===== src/rtl/clk_div_pkg.sv =====
`default_nettype none
// ============================================================================
// Module      : clk_div_pkg
// Description : Shared constants and types for the multi-channel clock
//               divider. Half-period terminal counts assume a 12 MHz clock.
// Revision    : 1.0 - initial release
// ============================================================================
package clk_div_pkg;

    // Half-period terminal counts at 12 MHz (half period = value + 1 cycles)
    localparam int unsigned c_HALF_1HZ   = 5999999;
    localparam int unsigned c_HALF_10HZ  = 599999;
    localparam int unsigned c_HALF_1KHZ  = 5999;

    // Default geometry
    localparam int unsigned c_DEF_CHANNELS = 4;
    localparam int unsigned c_DEF_WIDTH    = 21;

    // What a channel does on the coming edge, in priority order
    typedef enum logic [1:0] {
        ACT_RESTART = 2'd0,   // disabled or phase-aligned: back to start of low half
        ACT_TOGGLE  = 2'd1,   // terminal count reached: flip clk_out
        ACT_COUNT   = 2'd2    // keep counting inside the current half
    } chan_act_e;

    // Width of the channel select; never narrower than one bit so a
    // single-channel build still has a usable (and out-of-range-capable) select
    function automatic int unsigned cw_of(input int unsigned channels);
        return (channels <= 1) ? 1 : $clog2(channels);
    endfunction

endpackage : clk_div_pkg
`default_nettype wire


===== src/rtl/clk_div_chan.sv =====
`default_nettype none
// ============================================================================
// Module      : clk_div_chan
// Description : One divider channel. Counts up to the active half-period
//               terminal, toggles clk_out there and strobes tick on the rising
//               toggle. New rates are held in a shadow register and only
//               copied into the active terminal at a half-period boundary,
//               which keeps every output half period whole.
// Revision    : 1.0 - initial release
// ============================================================================
module clk_div_chan
    import clk_div_pkg::*;
#(
    parameter int unsigned WIDTH      = c_DEF_WIDTH,
    parameter int unsigned RESET_HALF = c_HALF_10HZ
) (
    input  logic             clk_i,
    input  logic             rst_ni,
    input  logic             en_i,
    input  logic             sync_i,
    input  logic             load_i,       // config transfer addressed to this channel
    input  logic [WIDTH-1:0] load_half_i,
    output logic             pend_o,       // a shadow value is waiting to be applied
    output logic             clk_out_o,
    output logic             tick_o
);

    localparam logic [WIDTH-1:0] c_RESET_HALF = WIDTH'(RESET_HALF);

    logic [WIDTH-1:0] cnt_q,       cnt_d;
    logic [WIDTH-1:0] half_q,      half_d;
    logic [WIDTH-1:0] pend_half_q, pend_half_d;
    logic             pend_q,      pend_d;
    logic             clk_q,       clk_d;
    logic             tick_q,      tick_d;

    chan_act_e        w_act;

    // Select this edge's action; enable and sync outrank the terminal count
    always_comb begin
        w_act = ACT_COUNT;
        if (!en_i || sync_i) begin
            w_act = ACT_RESTART;
        end else if (cnt_q == half_q) begin
            w_act = ACT_TOGGLE;
        end
    end

    // Next-state for counter, outputs and the active/shadow terminal counts
    always_comb begin
        cnt_d       = cnt_q;
        half_d      = half_q;
        pend_half_d = pend_half_q;
        pend_d      = pend_q;
        clk_d       = clk_q;
        tick_d      = 1'b0;

        case (w_act)
            ACT_RESTART: begin
                cnt_d = '0;
                clk_d = 1'b0;
            end
            ACT_TOGGLE: begin
                cnt_d  = '0;
                clk_d  = ~clk_q;
                // Only the low-to-high toggle produces a tick
                tick_d = ~clk_q;
            end
            default: begin
                // Terminal compare stops the count at half_q, so no wrap
                cnt_d = cnt_q + WIDTH'(1);
            end
        endcase

        // Every non-counting edge is a half-period boundary: safe to swap rates
        if ((w_act != ACT_COUNT) && pend_q) begin
            half_d = pend_half_q;
            pend_d = 1'b0;
        end

        // A transfer only arrives while pend_q is clear, so it never collides
        // with the apply above. An idle channel takes the rate immediately;
        // a running one parks it until the next boundary.
        if (load_i) begin
            if (!en_i) begin
                half_d = load_half_i;
            end else begin
                pend_half_d = load_half_i;
                pend_d      = 1'b1;
            end
        end
    end

    // Channel state registers with synchronous active-low reset
    always_ff @(posedge clk_i) begin
        if (!rst_ni) begin
            cnt_q       <= '0;
            half_q      <= c_RESET_HALF;
            pend_half_q <= c_RESET_HALF;
            pend_q      <= 1'b0;
            clk_q       <= 1'b0;
            tick_q      <= 1'b0;
        end else begin
            cnt_q       <= cnt_d;
            half_q      <= half_d;
            pend_half_q <= pend_half_d;
            pend_q      <= pend_d;
            clk_q       <= clk_d;
            tick_q      <= tick_d;
        end
    end

    assign pend_o    = pend_q;
    assign clk_out_o = clk_q;
    assign tick_o    = tick_q;

endmodule : clk_div_chan
`default_nettype wire


===== src/rtl/clk_div_multi.sv =====
`default_nettype none
// ============================================================================
// Module      : clk_div_multi
// Description : Programmable multi-channel clock divider / tick generator.
//               Holds the configuration decode and ready mux; each channel
//               is an independent clk_div_chan instance sharing sync.
// Revision    : 1.0 - initial release
// ============================================================================
module clk_div_multi
    import clk_div_pkg::*;
#(
    parameter int unsigned CHANNELS   = c_DEF_CHANNELS,
    parameter int unsigned WIDTH      = c_DEF_WIDTH,
    parameter int unsigned RESET_HALF = c_HALF_10HZ,
    localparam int unsigned CW        = cw_of(CHANNELS)
) (
    input  logic                clk_in,
    input  logic                rst_n,
    input  logic [CHANNELS-1:0] en,
    input  logic                sync,
    input  logic                cfg_valid,
    output logic                cfg_ready,
    input  logic [CW-1:0]       cfg_chan,
    input  logic [WIDTH-1:0]    cfg_half,
    output logic [CHANNELS-1:0] clk_out,
    output logic [CHANNELS-1:0] tick
);

    logic [CHANNELS-1:0] w_pend;
    logic [CHANNELS-1:0] w_load;

    // Ready mux: busy only while the addressed channel still holds a shadow
    // value; selects that match no channel are always accepted and dropped
    always_comb begin
        cfg_ready = 1'b1;
        for (int i = 0; i < CHANNELS; i++) begin
            if (cfg_chan == CW'(i)) begin
                cfg_ready = ~w_pend[i];
            end
        end
    end

    generate
        for (genvar gi = 0; gi < CHANNELS; gi++) begin : g_chan
            // Transfer strobe for this channel
            assign w_load[gi] = cfg_valid & cfg_ready & (cfg_chan == CW'(gi));

            clk_div_chan #(
                .WIDTH      (WIDTH),
                .RESET_HALF (RESET_HALF)
            ) u_chan (
                .clk_i       (clk_in),
                .rst_ni      (rst_n),
                .en_i        (en[gi]),
                .sync_i      (sync),
                .load_i      (w_load[gi]),
                .load_half_i (cfg_half),
                .pend_o      (w_pend[gi]),
                .clk_out_o   (clk_out[gi]),
                .tick_o      (tick[gi])
            );
        end
    endgenerate

endmodule : clk_div_multi
`default_nettype wire

===== config.mk =====
export PLATFORM = sky130hd
export DESIGN_NAME = clk_div_multi
export DESIGN_NICKNAME = d
export VERILOG_FILES = /design/src/rtl/clk_div_pkg.sv /design/src/rtl/clk_div_chan.sv /design/src/rtl/clk_div_multi.sv
export SDC_FILE = /design/constraint.sdc
export NUM_CORES = 1
export LEC_CHECK = 0
export CAP_MARGIN = 20
export CORE_ASPECT_RATIO = 0.9
export CORE_MARGIN = 1.5
export CORE_UTILIZATION = 51
export CTS_CLUSTER_SIZE = 28
export DETAILED_ROUTE_END_ITERATION = 10
export PLACE_DENSITY = 0.79
export SKIP_CTS_REPAIR_TIMING = 1
export SLEW_MARGIN = 20
export SYNTH_ARGS = -nofsm -noshare
export SYNTH_HDL_FRONTEND = slang
export SYNTH_SLANG_ARGS = --single-unit
export TNS_END_PERCENT = 100

===== constraint.sdc =====
create_clock -name clk_in -period 5.6 [get_ports clk_in]
set_clock_uncertainty 0.05 [all_clocks]
set_input_delay 1.4 -clock clk_in [delete_from_list [all_inputs] [get_ports clk_in]]
set_output_delay 1.4 -clock clk_in [all_outputs]
set_load 0.01 [all_outputs]

After elaboration in Yosys (flattened, before gate mapping)
Cells that the tools add are included.
W data, S select, Z words.
{"block": "totals", "ff_bits": 264, "in_bits": 31, "output_inout_bits": 9, "elab_cells": 130}
{"block": "classes", "addsub": 4, "eq_ne": 15, "n_mux": 40, "n_bitwise": 14, "reduce_logical": 33}
{"operator": "$mux W21", "count": 12}
{"operator": "$add A21 B1 Y21 const B", "count": 4}
{"operator": "$eq A21 B21 Y1", "count": 4}
{"operator": "$mux W1", "count": 16}
{"operator": "$mux W2", "count": 8}
{"operator": "$reduce_and A2 Y1", "count": 8}
{"operator": "$reduce_or A3 Y1", "count": 4}
{"operator": "$eq A2 B1 Y1 const B", "count": 5}
{"operator": "$logic_not A2 Y1", "count": 5}
{"operator": "$not A1 Y1", "count": 9}
{"operator": "$ne A2 B2 Y1 const B", "count": 4}
{"operator": "$pmux W1 S2", "count": 4}
{"operator": "$reduce_bool A2 Y1", "count": 4}
{"operator": "$and A1 B1 Y1", "count": 5}
{"operator": "$eq A2 B2 Y1 const B", "count": 2}
{"operator": "$logic_and A1 B1 Y1", "count": 4}
{"operator": "$logic_not A1 Y1", "count": 4}
{"operator": "$logic_or A1 B1 Y1", "count": 4}

Depth between registers and ports, before layout
{"block": "logic_depth", "ltp_word": 8, "mapped_depth": 8, "ltp_nobuf": 7}

Hierarchy
Synthesis repeated with hierarchy kept, for this count alone.
{"block": "unflattened", "hier_cells": 1515, "hier_area_um2": 13504.2}
{"module": "clk_div_chan", "n_inst": 4, "cells_each": 377, "area_each_um2": 3360.7, "seq_area_each_um2": 1321.3}
{"module": "clk_div_multi", "n_inst": 1, "cells_each": 7, "area_each_um2": 61.3, "seq_area_each_um2": 0.0}

Least setup slack after synthesis
No wires, ideal clock.
{"block": "synth_path", "path_kind": "input port to output port", "start": "input cfg_chan[0]", "end": "output cfg_ready", "arrival_time_ps": 1961, "t_required_ps": 4150, "slack_ps": 2189, "stages": 2, "n_path_buf": 0, "path_cell_list": "mux4_2 inv_1"}
{"block": "synth_via", "elab_chain_cells": 5, "elab_cells_between_ends": 8, "classes_between": "3 x eq/ne; 4 x mux; 1 x reduce/logical"}
{"element": "start, declared", "line_no": "clk_div_multi.sv:23", "text": "input logic [CW-1:0] cfg_chan,"}
{"element": "$logic_not A2 Y1", "line_no": "clk_div_multi.sv:37", "text": "if (cfg_chan == CW'(i)) begin"}
{"element": "$mux W1 (3 in series)", "line_no": "clk_div_multi.sv:37"}
{"element": "$mux W1 *", "line_no": "clk_div_multi.sv:37"}
{"element": "end, declared", "line_no": "clk_div_multi.sv:22", "text": "output logic cfg_ready,"}
Every way passes the cells marked *; elsewhere a longest branch is shown, timed or not.

Final worst setup path
Same ends and word-level chain as after synthesis.

==> results.json <==
{
  "status": "completed",
  "grt_max_degree": 114,
  "p_per_area_nw_per_um2": 300,
  "synthSimpleGateAreaFrac": 0.206,
  "rsz0062_at_grt": "false",
  "clockPowerShare": 0.454,
  "synth_xor_area_frac": 0.119,
  "synth_top_family_by_area": "simple AND/OR/NAND/NOR gates",
  "drt_pass1_iterations": 5,
  "rows": 53,
  "yosys_most_used_dff": "dfxtp_1",
  "hold_path.class": "reg2reg",
  "num_antenna_cells": 0,
  "syn_area_per_cell_um2": 8.30,
  "crit_chain": "clkdlybuf4s50_1 -> mux4_2 -> inv_1 -> clkdlybuf4s50_1",
  "via_per_inst": 5.57,
  "p_seq_frac": 0.488,
  "syn_inst": 1453,
  "tightestPinTransition_ns": 1.08,
  "slew_viol_final": 0,
  "dpl_cell_area_um2": 12400,
  "synth_fa_ha_area_frac": 0.00415,
  "htreeDepth": 1,
  "worst_setup_path_end_kind": "output port",
  "path_class": "in2out",
  "holdWs_ns": 0.417,
  "critPathSlowestCell": "clkdlybuf4s50_1",
  "design_area_um2": 13300,
  "cp-endpoint": "cfg_ready",
  "nets": 1467,
  "wl_per_cell_um": 16.7,
  "switching_share": 0.229,
  "crit_family": "buffers and inverters",
  "fin_crit_sh": 0.825,
  "power.switching_mw": 0.919,
  "area_delta_synth_final_pct": 10.5,
  "grt_overflow": 0,
  "max-slew-margin-rel": 0.281,
  "cp-startpoint": "cfg_chan[0]",
  "fin_util": 0.573,
  "vdd_drop_max_mv": 0.236,
  "io_pins": 40,
  "multi_input_area_um2": 6030,
  "leakage_nw": 4.99,
  "cp_slowest_stage_delay_ns": 0.62,
  "grt_usage": 0.236,
  "io_buffers": 39,
  "fmax_mhz": 216,
  "timing.final.crit_period_ns": 4.62,
  "final_common_cell": "dfxtp_1",
  "seq_area_frac_synth": 0.438,
  "worstPathBufferInverterCount": 3,
  "synth_compound_area_frac": 0.141,
  "gp_congestion": 0.835,
  "start_kind": "input pin",
  "dp_hpwl_um": 19100,
  "setup_tns_ns": 0,
  "core_area_um2": 23300,
  "critPathMaxFanout": 6,
  "synth_edf_count": 0,
  "fillCellCount": 2059,
  "arrival_ns": 3.17,
  "grt_pass1_wl_um": 46200,
  "synth_area_um2": 12100,
  "yosysWarnings": 0,
  "r2r_setup_slack_ns": 2.87,
  "cts_tree": "yes",
  "route.vias.total": 9758,
  "p_total_mw": 4.00,
  "final-hold-violation-count": 0,
  "drc_errors": 0,
  "wl_um": 29300,
  "grt_antenna_before_repair": 0,
  "p_comb_frac": 0.058,
  "crit_path_frequent_cell": "clkdlybuf4s50_1",
  "reg2regPathDepth": 6,
  "seq_area_um2": 5290,
  "start_util": 0.518,
  "reg2reg_from": "g_chan[1].u_chan.cnt_q[3]",
  "cts_buffer_depth": 3,
  "die_width_um": 165,
  "synth_cell_type_count": 36,
  "drv_cap": 0,
  "drive_above_1_share": 0.0497,
  "die_area_um2": 24600,
  "r2r_end": "g_chan[1].u_chan.half_q[6]",
  "setup_violations": 0,
  "muxShareOfSynthArea": 0.0284,
  "synth_nets": 1488,
  "drtIter0Drc": 908,
  "clkSlewWorstSetupHoldPaths_ns": 0.06,
  "cp_data_required_time_ns": 4.15,
  "cts_made_buffers": 28,
  "mostFrequentLayoutCells": "264 x dfxtp_1, 216 x nand2_1, 162 x nor2_1",
  "async_reset_ff_frac": 0,
  "ant_nets": 0,
  "die_h_um": 149,
  "clk_latency_ns": 0.54,
  "ys_seq_elements": 264,
  "grt_pass1_vias": 8809,
  "cts.sinks": 264,
  "root_buffer": "clkbuf_16",
  "cp_num_cells": 4,
  "power.internal_mw": 3.09
}
routing by layer:
metal	global-route usage	wire, um	vias to the layer above	share of wire
met3	0.0297	1300	57	0.044
li1	-	-	4841	-
met1	0.325	13200	4611	0.45
met2	0.381	13800	249	0.47
met4	0.0815	978	0	0.033
met5	0	0	-	0
kinds of logic after synthesis:
group                      Yosys count
muxes                               33
adders and majority gates            4
DFF                                264
buffers and inverters              169
xor gates and xnor gates           164
and+or+nand+nor                    555
AOI/OAI and AO/OA                  264
power by group through the flow:
| stage | Clock [mW] | Combinational [mW] | Sequential, mW |
|---|---|---|---|
| floorplan | 0 | 0.155 | 1.98 |
| global placement | 0 | 0.222 | 1.99 |
| detailed placement | 0 | 0.228 | 1.99 |
| CTS | 1.84 | 0.230 | 1.95 |
| global route | 1.92 | 0.253 | 1.96 |
| finish | 1.82 | 0.233 | 1.95 |
stage by stage:
stage               worst slack [ns]  std cells
finish                         0.981       1752
global placement               0.984       1704
detailed placement             0.982       1704
global route                   0.929       1752
floorplan                       2.19       1453
CTS                            0.981       1752
flip-flops by register name, indices dropped and copies added (netlist names):
name                       cells
g_chan.u_chan.pend_o           4
g_chan.u_chan.cnt_q           84
g_chan.u_chan.half_q          84
g_chan.u_chan.clk_out_o        4
g_chan.u_chan.tick_o           4
g_chan.u_chan.pend_half_q     84
Yosys cell counts, types with 2 or more instances:
library cell	number	area [um2]
inv_1	63	236
nor2b_1	5	31.3
buf_6	5	56.3
buf_4	13	97.6
o21ai_0	65	325
nor2_1	162	608
nand3_1	90	450
a21oi_1	36	180
clkbuf_2	12	60.1
nor4_4	4	85.1
nor3_2	2	20.0
buf_2	21	105
o21ai_1	23	115
ha_1	4	50.1
xor2_1	50	438
nand4_1	30	188
a21boi_0	32	240
and2_0	4	25.0
nand2b_1	4	25.0
nor4_1	2	12.5
nor3_1	13	65.1
a21o_4	3	45.0
mux2i_1	32	320
a211oi_1	104	781
clkbuf_1	54	203
and3_1	14	87.6
dfxtp_1	264	5290
and4_1	6	52.6
xnor2_1	114	998
nand2_1	216	811
tightest hold or removal path, stage by stage (launching register included):
cell,delay (ns)
dfxtp_1,0.32
nand2_1,0.05
nand3_1,0.06
layout make-up:
cell class              instances  share of cell area
clock inverters                 9             0.00760
repair buffers                 55              0.0381
flip-flops and latches        264               0.396
clock buffers                  39              0.0595
inverters                      63              0.0177
multi-input cells            1020               0.452
well taps                     302              0.0283
worst min path at each step:
| stage | from | to | slack [ns] | cells after the start |
|---|---|---|---|---|
| floorplan | g_chan[2].u_chan.cnt_q[0] | g_chan[2].u_chan.cnt_q[0] | 0.39 | 1 |
| global placement | g_chan[3].u_chan.pend_half_q[17] | g_chan[3].u_chan.pend_half_q[17] | 0.40 | 2 |
| detailed placement | g_chan[2].u_chan.pend_half_q[0] | g_chan[2].u_chan.pend_half_q[0] | 0.41 | 2 |
| CTS | g_chan[3].u_chan.pend_half_q[6] | g_chan[3].u_chan.pend_half_q[6] | 0.42 | 2 |
| global route | g_chan[3].u_chan.pend_half_q[13] | g_chan[3].u_chan.pend_half_q[13] | 0.44 | 2 |
| finish | g_chan[0].u_chan.pend_half_q[9] | g_chan[0].u_chan.pend_half_q[9] | 0.42 | 2 |
No activity file was read; power rests on OpenSTA's default activity.
